--- config.mk ---
export PLATFORM = sky130hd
export DESIGN_NAME = keypad_scan_ctrl_flat
export DESIGN_NICKNAME = d
export VERILOG_FILES = /design/src/rtl/keypad_scan_ctrl_if.sv /design/src/rtl/keypad_scan_ctrl.sv /design/src/flat_wrapper.sv
export SDC_FILE = /design/constraint.sdc
export NUM_CORES = 1
export LEC_CHECK = 0
export CORE_MARGIN = 2
export CORE_UTILIZATION = 60
export DETAILED_ROUTE_END_ITERATION = 8
export PLACE_DENSITY = 0.79
export RECOVER_POWER = 100
export SYNTH_ARGS = -nofsm -noshare
export SYNTH_HDL_FRONTEND = slang
export SYNTH_SLANG_ARGS = --single-unit
--- constraint.sdc ---
create_clock -name clk -period 4.05 [get_ports clk]
set_clock_uncertainty 0.1 [all_clocks]
set_input_delay 0.6075 -clock clk [delete_from_list [all_inputs] [get_ports clk]]
set_output_delay 0.6075 -clock clk [all_outputs]
set_load 0.005 [all_outputs]
--- src/rtl/keypad_scan_ctrl_if.sv ---
// Keypad scanner bus: column sense into the controller, row drive and key events out.
// The controller is the master; the keypad/consumer side is the slave.
interface keypad_scan_ctrl_if;
    logic [3:0] col;
    logic [3:0] row;
    logic       key_valid;
    logic [3:0] key_code;
    logic       key_held;

    modport master (
        input  col,
        output row,
        output key_valid,
        output key_code,
        output key_held
    );

    modport slave (
        output col,
        input  row,
        input  key_valid,
        input  key_code,
        input  key_held
    );
endinterface

--- src/rtl/keypad_scan_ctrl.sv ---
// 4x4 matrix keypad scanner with press/release debounce.
// Emits one key_valid pulse per accepted press; key_code holds until the next accepted press.
module keypad_scan_ctrl #(
    parameter int unsigned SCAN_DIV        = 24000,
    parameter int unsigned DEBOUNCE_CYCLES = 240000
) (
    input  logic                 clk,
    input  logic                 reset,
    keypad_scan_ctrl_if.master   kp
);

    localparam int unsigned DW  = $clog2(SCAN_DIV);
    localparam int unsigned DBW = $clog2(DEBOUNCE_CYCLES);
    localparam logic [DW-1:0]  DWELL_LAST = DW'(SCAN_DIV - 1);
    localparam logic [DBW-1:0] DB_LAST    = DBW'(DEBOUNCE_CYCLES - 1);

    localparam logic [1:0] ST_SCAN       = 2'd0;
    localparam logic [1:0] ST_PRESS_DB   = 2'd1;
    localparam logic [1:0] ST_HELD       = 2'd2;
    localparam logic [1:0] ST_RELEASE_DB = 2'd3;

    logic [1:0]     r_state;
    logic [DW-1:0]  r_dwell;
    logic [DBW-1:0] r_db;
    logic [1:0]     r_row_idx;
    logic [3:0]     r_row;
    logic [3:0]     r_col_pat;
    logic [1:0]     r_col_idx;
    logic           r_key_valid;
    logic [3:0]     r_key_code;
    logic           r_key_held;

    logic           w_one_low;
    logic [1:0]     w_col_idx;
    logic           w_latched_bit;
    logic [1:0]     w_next_row_idx;

    function automatic logic [1:0] low_index(input logic [3:0] c);
        if (!c[0])      return 2'd0;
        else if (!c[1]) return 2'd1;
        else if (!c[2]) return 2'd2;
        else            return 2'd3;
    endfunction

    function automatic logic [3:0] row_drive(input logic [1:0] idx);
        return ~(4'b0001 << idx);
    endfunction

    function automatic logic [3:0] key_lut(input logic [1:0] r, input logic [1:0] c);
        case ({r, c})
            4'b00_00: return 4'h1;
            4'b00_01: return 4'h2;
            4'b00_10: return 4'h3;
            4'b00_11: return 4'hA;
            4'b01_00: return 4'h4;
            4'b01_01: return 4'h5;
            4'b01_10: return 4'h6;
            4'b01_11: return 4'hB;
            4'b10_00: return 4'h7;
            4'b10_01: return 4'h8;
            4'b10_10: return 4'h9;
            4'b10_11: return 4'hC;
            4'b11_00: return 4'hE;
            4'b11_01: return 4'h0;
            4'b11_10: return 4'hF;
            default:  return 4'hD;
        endcase
    endfunction

    assign w_one_low      = ($countones(~kp.col) == 1);
    assign w_col_idx      = low_index(kp.col);
    assign w_latched_bit  = kp.col[r_col_idx];
    assign w_next_row_idx = r_row_idx + 2'd1;

    // Row index stays frozen outside SCAN, so "next row" after a key is latched+1.
    always_ff @(posedge clk) begin
        if (reset) begin
            r_state     <= ST_SCAN;
            r_dwell     <= '0;
            r_db        <= '0;
            r_row_idx   <= 2'd0;
            r_row       <= 4'b1110;
            r_col_pat   <= 4'hF;
            r_col_idx   <= 2'd0;
            r_key_valid <= 1'b0;
            r_key_code  <= 4'h0;
            r_key_held  <= 1'b0;
        end else begin
            r_key_valid <= 1'b0;
            case (r_state)
                ST_SCAN: begin
                    if (r_dwell == DWELL_LAST) begin
                        r_dwell <= '0;
                        if (w_one_low) begin
                            r_state   <= ST_PRESS_DB;
                            r_col_pat <= kp.col;
                            r_col_idx <= w_col_idx;
                            r_db      <= '0;
                        end else begin
                            r_row_idx <= w_next_row_idx;
                            r_row     <= row_drive(w_next_row_idx);
                        end
                    end else begin
                        r_dwell <= r_dwell + 1'b1;
                    end
                end
                ST_PRESS_DB: begin
                    if (kp.col == r_col_pat) begin
                        if (r_db == DB_LAST) begin
                            r_state     <= ST_HELD;
                            r_key_valid <= 1'b1;
                            r_key_code  <= key_lut(r_row_idx, r_col_idx);
                            r_key_held  <= 1'b1;
                        end else begin
                            r_db <= r_db + 1'b1;
                        end
                    end else begin
                        r_state   <= ST_SCAN;
                        r_dwell   <= '0;
                        r_row_idx <= w_next_row_idx;
                        r_row     <= row_drive(w_next_row_idx);
                    end
                end
                ST_HELD: begin
                    if (w_latched_bit) begin
                        r_state <= ST_RELEASE_DB;
                        r_db    <= '0;
                    end
                end
                ST_RELEASE_DB: begin
                    if (!w_latched_bit) begin
                        r_state <= ST_HELD;
                    end else if (r_db == DB_LAST) begin
                        r_state    <= ST_SCAN;
                        r_key_held <= 1'b0;
                        r_dwell    <= '0;
                        r_row_idx  <= w_next_row_idx;
                        r_row      <= row_drive(w_next_row_idx);
                    end else begin
                        r_db <= r_db + 1'b1;
                    end
                end
                default: r_state <= ST_SCAN;
            endcase
        end
    end

    assign kp.row       = r_row;
    assign kp.key_valid = r_key_valid;
    assign kp.key_code  = r_key_code;
    assign kp.key_held  = r_key_held;

endmodule

--- src/flat_wrapper.sv ---
// flat-port wrapper written by rule: the top's interface ports become plain ports
module keypad_scan_ctrl_flat 
#(
    parameter int unsigned SCAN_DIV        = 24000,
    parameter int unsigned DEBOUNCE_CYCLES = 240000
)
  (clk, reset, kp_col, kp_row, kp_key_valid, kp_key_code, kp_key_held);
  keypad_scan_ctrl_if kp_i ();
  input  logic clk;
  input  logic reset;
  input wire logic [$bits(kp_i.col)-1:0] kp_col;
  output wire logic [$bits(kp_i.row)-1:0] kp_row;
  output wire logic [$bits(kp_i.key_valid)-1:0] kp_key_valid;
  output wire logic [$bits(kp_i.key_code)-1:0] kp_key_code;
  output wire logic [$bits(kp_i.key_held)-1:0] kp_key_held;
  assign kp_i.col = kp_col;
  assign kp_row = kp_i.row;
  assign kp_key_valid = kp_i.key_valid;
  assign kp_key_code = kp_i.key_code;
  assign kp_key_held = kp_i.key_held;
  keypad_scan_ctrl #(.SCAN_DIV(SCAN_DIV), .DEBOUNCE_CYCLES(DEBOUNCE_CYCLES)) u_core (.clk(clk), .reset(reset), .kp(kp_i));
endmodule
==> flow_summary.yaml <==
run_status:
  status: "complete, no violations"
cells_and_area:
  drive_above_1_share: 0.0584
  syn_to_final_growth_pct: 12.5
  nets: 398
  antenna_cells: 0
timing:
  slew-limit-headroom: 0.543
  rsz0062_at_grt: "no"
  drv_slew: 0
  worst_pin_slew_ps: 682
  period_needed_ps: 3730
  fin_crit_sh: 0.921
  fin_setup_tns_ps: 0
  final_hold_viol_count: 0
  fmax_mhz: 268
  setup_viol: 0
routing:
  met1_length_um: 3140
  dr.pass1.iters: 4
  drcViolationCount: 0
  drt_wl_total_um: 6410
  maxUsedRoutingLayer: "met4"
  routed-wl-met3_um: 241
  vias: 2653
  ant_nets: 0
  avgViaCountPerCell: 5.98
  wl_per_cell_um: 14.4
  drt_iter0_markers: 226
  wl_met2_um: 2980
global_routing:
  grt_start_max_net_pins: 28
  grt_pass1_wl_um: 11000
  grt.overflow.total: 0
  antenna_found_initial: 0
  grt_pass1_vias: 2317
  grt_use_total: 0.252
logic_synthesis:
  synth_flop_cell: "dfxtp_1"
  netlist_area_um2: 2960
  yosys_warnings: 0
  synth.distinct_cells: 48
  ys_seq_area_frac: 0.359
  syn_nets: 380
  synth_top_area_cell: "dfxtp_1"
  synth_cells: 358
  synthTopCellsByArea: "dfxtp_1, ha_1, a21oi_1"
  synth_top_area_frac: 0.359
  async_reset_ff_frac: 0
  synth_edf_count: 0
  syn_area_per_cell_um2: 8.26
  synth-seq-cells: 53
setup_path:
  worstPathRequired_ps: 4180
  cp-start-kind: "input pin"
  crit_slowest_cell: "dlygate4sd3_1"
  arrival_ps: 3860
  cpMostUsedCell: "ha_1"
  crit_chain: "dlygate4sd3_1 > inv_1 > ha_1 > ha_1 > fa_1 > or3b_1 > nor3_1 > nor2_1 > a21o_1 > or4_1 > a31oi_1"
  cp-end-kind: "flip-flop"
  worst-path-max-fanout: 10
  critical_path_class: "input pin to flip-flop"
  cp_slowest_stage_delay_ps: 550
clock_network:
  hold_buffers: 0
  cts_num_sinks: 53
  clock_path_buffers: 2
  cts_buffers: 5
  cts.repair.resized: 0
  h-tree-depth: 2
  post_cts_buffers: 0
  cts_tree: "yes"
  clkTransAtPathRegs_ps: 90
  root_buffer: "clkbuf_8"
  clkLatencyLatePin_ps: 310
power_and_ir_drop:
  power_frac_seq: 0.520
  power.total_mw: 1.01
  leakage_nw: 1.21
  p_int_mw: 0.793
  p_switching_mw: 0.219
  clkPwrFrac: 0.420
  ir_drop_uv: 187
  pwr-share-comb: 0.060
  power_density_nw_per_um2: 304
  swShare: 0.217
placement:
  gp_routability_congestion: 0.820
  hpwl_um: 4650
  portBuffers: 15
floorplanning:
  chipWidth_um: 74.2
  die_area_um2: 5500
  die_y_um: 74.2
  initial_utilization: 0.626
  fp-row-count: 25
  core_um2: 4720
  ios: 16
run:
  drv_cap: 0
hold_path:
  hold_class: "flip-flop to flip-flop"
[final timing paths]
check / end / from / cells past startpoint / slack [ps]
hold reg to reg: u_core.r_db[6]$_SDFFE_PP0P_ / u_core.r_db[6]$_SDFFE_PP0P_ / 1 / 370
setup reg to reg: u_core.r_db[11]$_SDFFE_PP0P_ / u_core.r_state[0]$_SDFFE_PP0P_ / 6 / 1230
setup / recovery: u_core.r_db[11]$_SDFFE_PP0P_ / kp_col[0] / 11 / 320
hold / removal: u_core.r_db[6]$_SDFFE_PP0P_ / u_core.r_db[6]$_SDFFE_PP0P_ / 1 / 370
[metrics by stage]
step	hold slack (ps)	instance area, µm²	util	worst slack [ps]	cells
floorplan	339	2960	-	606	358
CTS	375	3340	0.706	390	444
global route	395	3330	0.704	116	444
finish	373	3330	0.704	322	444
detailed placement	360	3200	0.678	82.3	436
global placement	358	3200	0.678	200	436
[sequential cells by signal, indices dropped and copies added, names as in the netlist]
register             cells
u_core.kp.key_code       4
u_core.kp.row            4
u_core.r_dwell          15
u_core.r_db             18
u_core.kp.key_held       1
u_core.kp.key_valid      1
u_core.r_state           2
u_core.r_col_idx         2
u_core.r_row_idx         2
u_core.r_col_pat         4
[critical path, delay by kind of cell]
family                   cells  cell delay, ps
AND/OR/NAND/NOR              4            1270
adder cells (fa/ha/maj)      3             920
buffers and inverters        2             620
AO/OA/AOI/OAI                2             440
[cell usage after synthesis, types with 6 or more instances]
library cell and count:
ha_1 15, nor2_1 32, and2_1 7, nor3_1 7, inv_1 17, nand4_1 8, a21oi_1 31, nand3_1 19
and3_1 8, dfxtp_1 53, nand2_1 22, o31ai_1 6, mux2i_1 8, clkbuf_1 9, o21ai_0 27, a31oi_1 14
[power groups by stage]
stage	Clock (mW)	Sequential [mW]	Combinational, mW
after detailed placement	0	0.538	0.0641
after global placement	0	0.538	0.0613
after floorplan	0	0.537	0.0371
after CTS	0.433	0.526	0.0646
final	0.425	0.526	0.0610
after global routing	0.452	0.527	0.0683
[cell usage in the layout (no fill, tap or decap), types with 5 or more instances in the layout]
master | netlist | final
a211o_1 | 5 | 5
a21oi_1 | 31 | 31
a31oi_1 | 14 | 14
and2_1 | 7 | 5
and3_1 | 8 | 8
buf_4 | 0 | 6
clkbuf_8 | 0 | 5
dfxtp_1 | 53 | 53
dlygate4sd3_1 | 0 | 11
ha_1 | 15 | 15
inv_1 | 17 | 18
mux2i_1 | 8 | 8
nand2_1 | 22 | 22
nand3_1 | 19 | 19
nand4_1 | 8 | 8
nor2_1 | 32 | 32
nor3_1 | 7 | 7
o21ai_0 | 27 | 27
o31ai_1 | 6 | 6
or3_1 | 5 | 5
[final cells by class]
| cell class | count | area, µm² |
|---|---|---|
| fill | 382 | 1400 |
| clock buffer | 5 | 68.8 |
| tap | 67 | 83.8 |
| sequential | 53 | 1060 |
| multi-input combinational | 273 | 1770 |
| inverter | 19 | 71.3 |
| clock inverter | 3 | 65.1 |
| timing repair buffer | 24 | 206 |
[metal layers]
metal	GRT usage	vias to the layer above
met4	0.0667	0
met3	0.0447	5
met1	0.355	1240
li1	-	1356
met5	0	-
met2	0.400	52
[kinds of logic after synthesis]
family | share of synthesized area
mux | 0.0461
simple gates | 0.247
buf+inv | 0.0423
compound gates | 0.220
flops | 0.359
fa+ha+maj | 0.0703
xor+xnor | 0.0148
(Power assumes the default switching activity.)
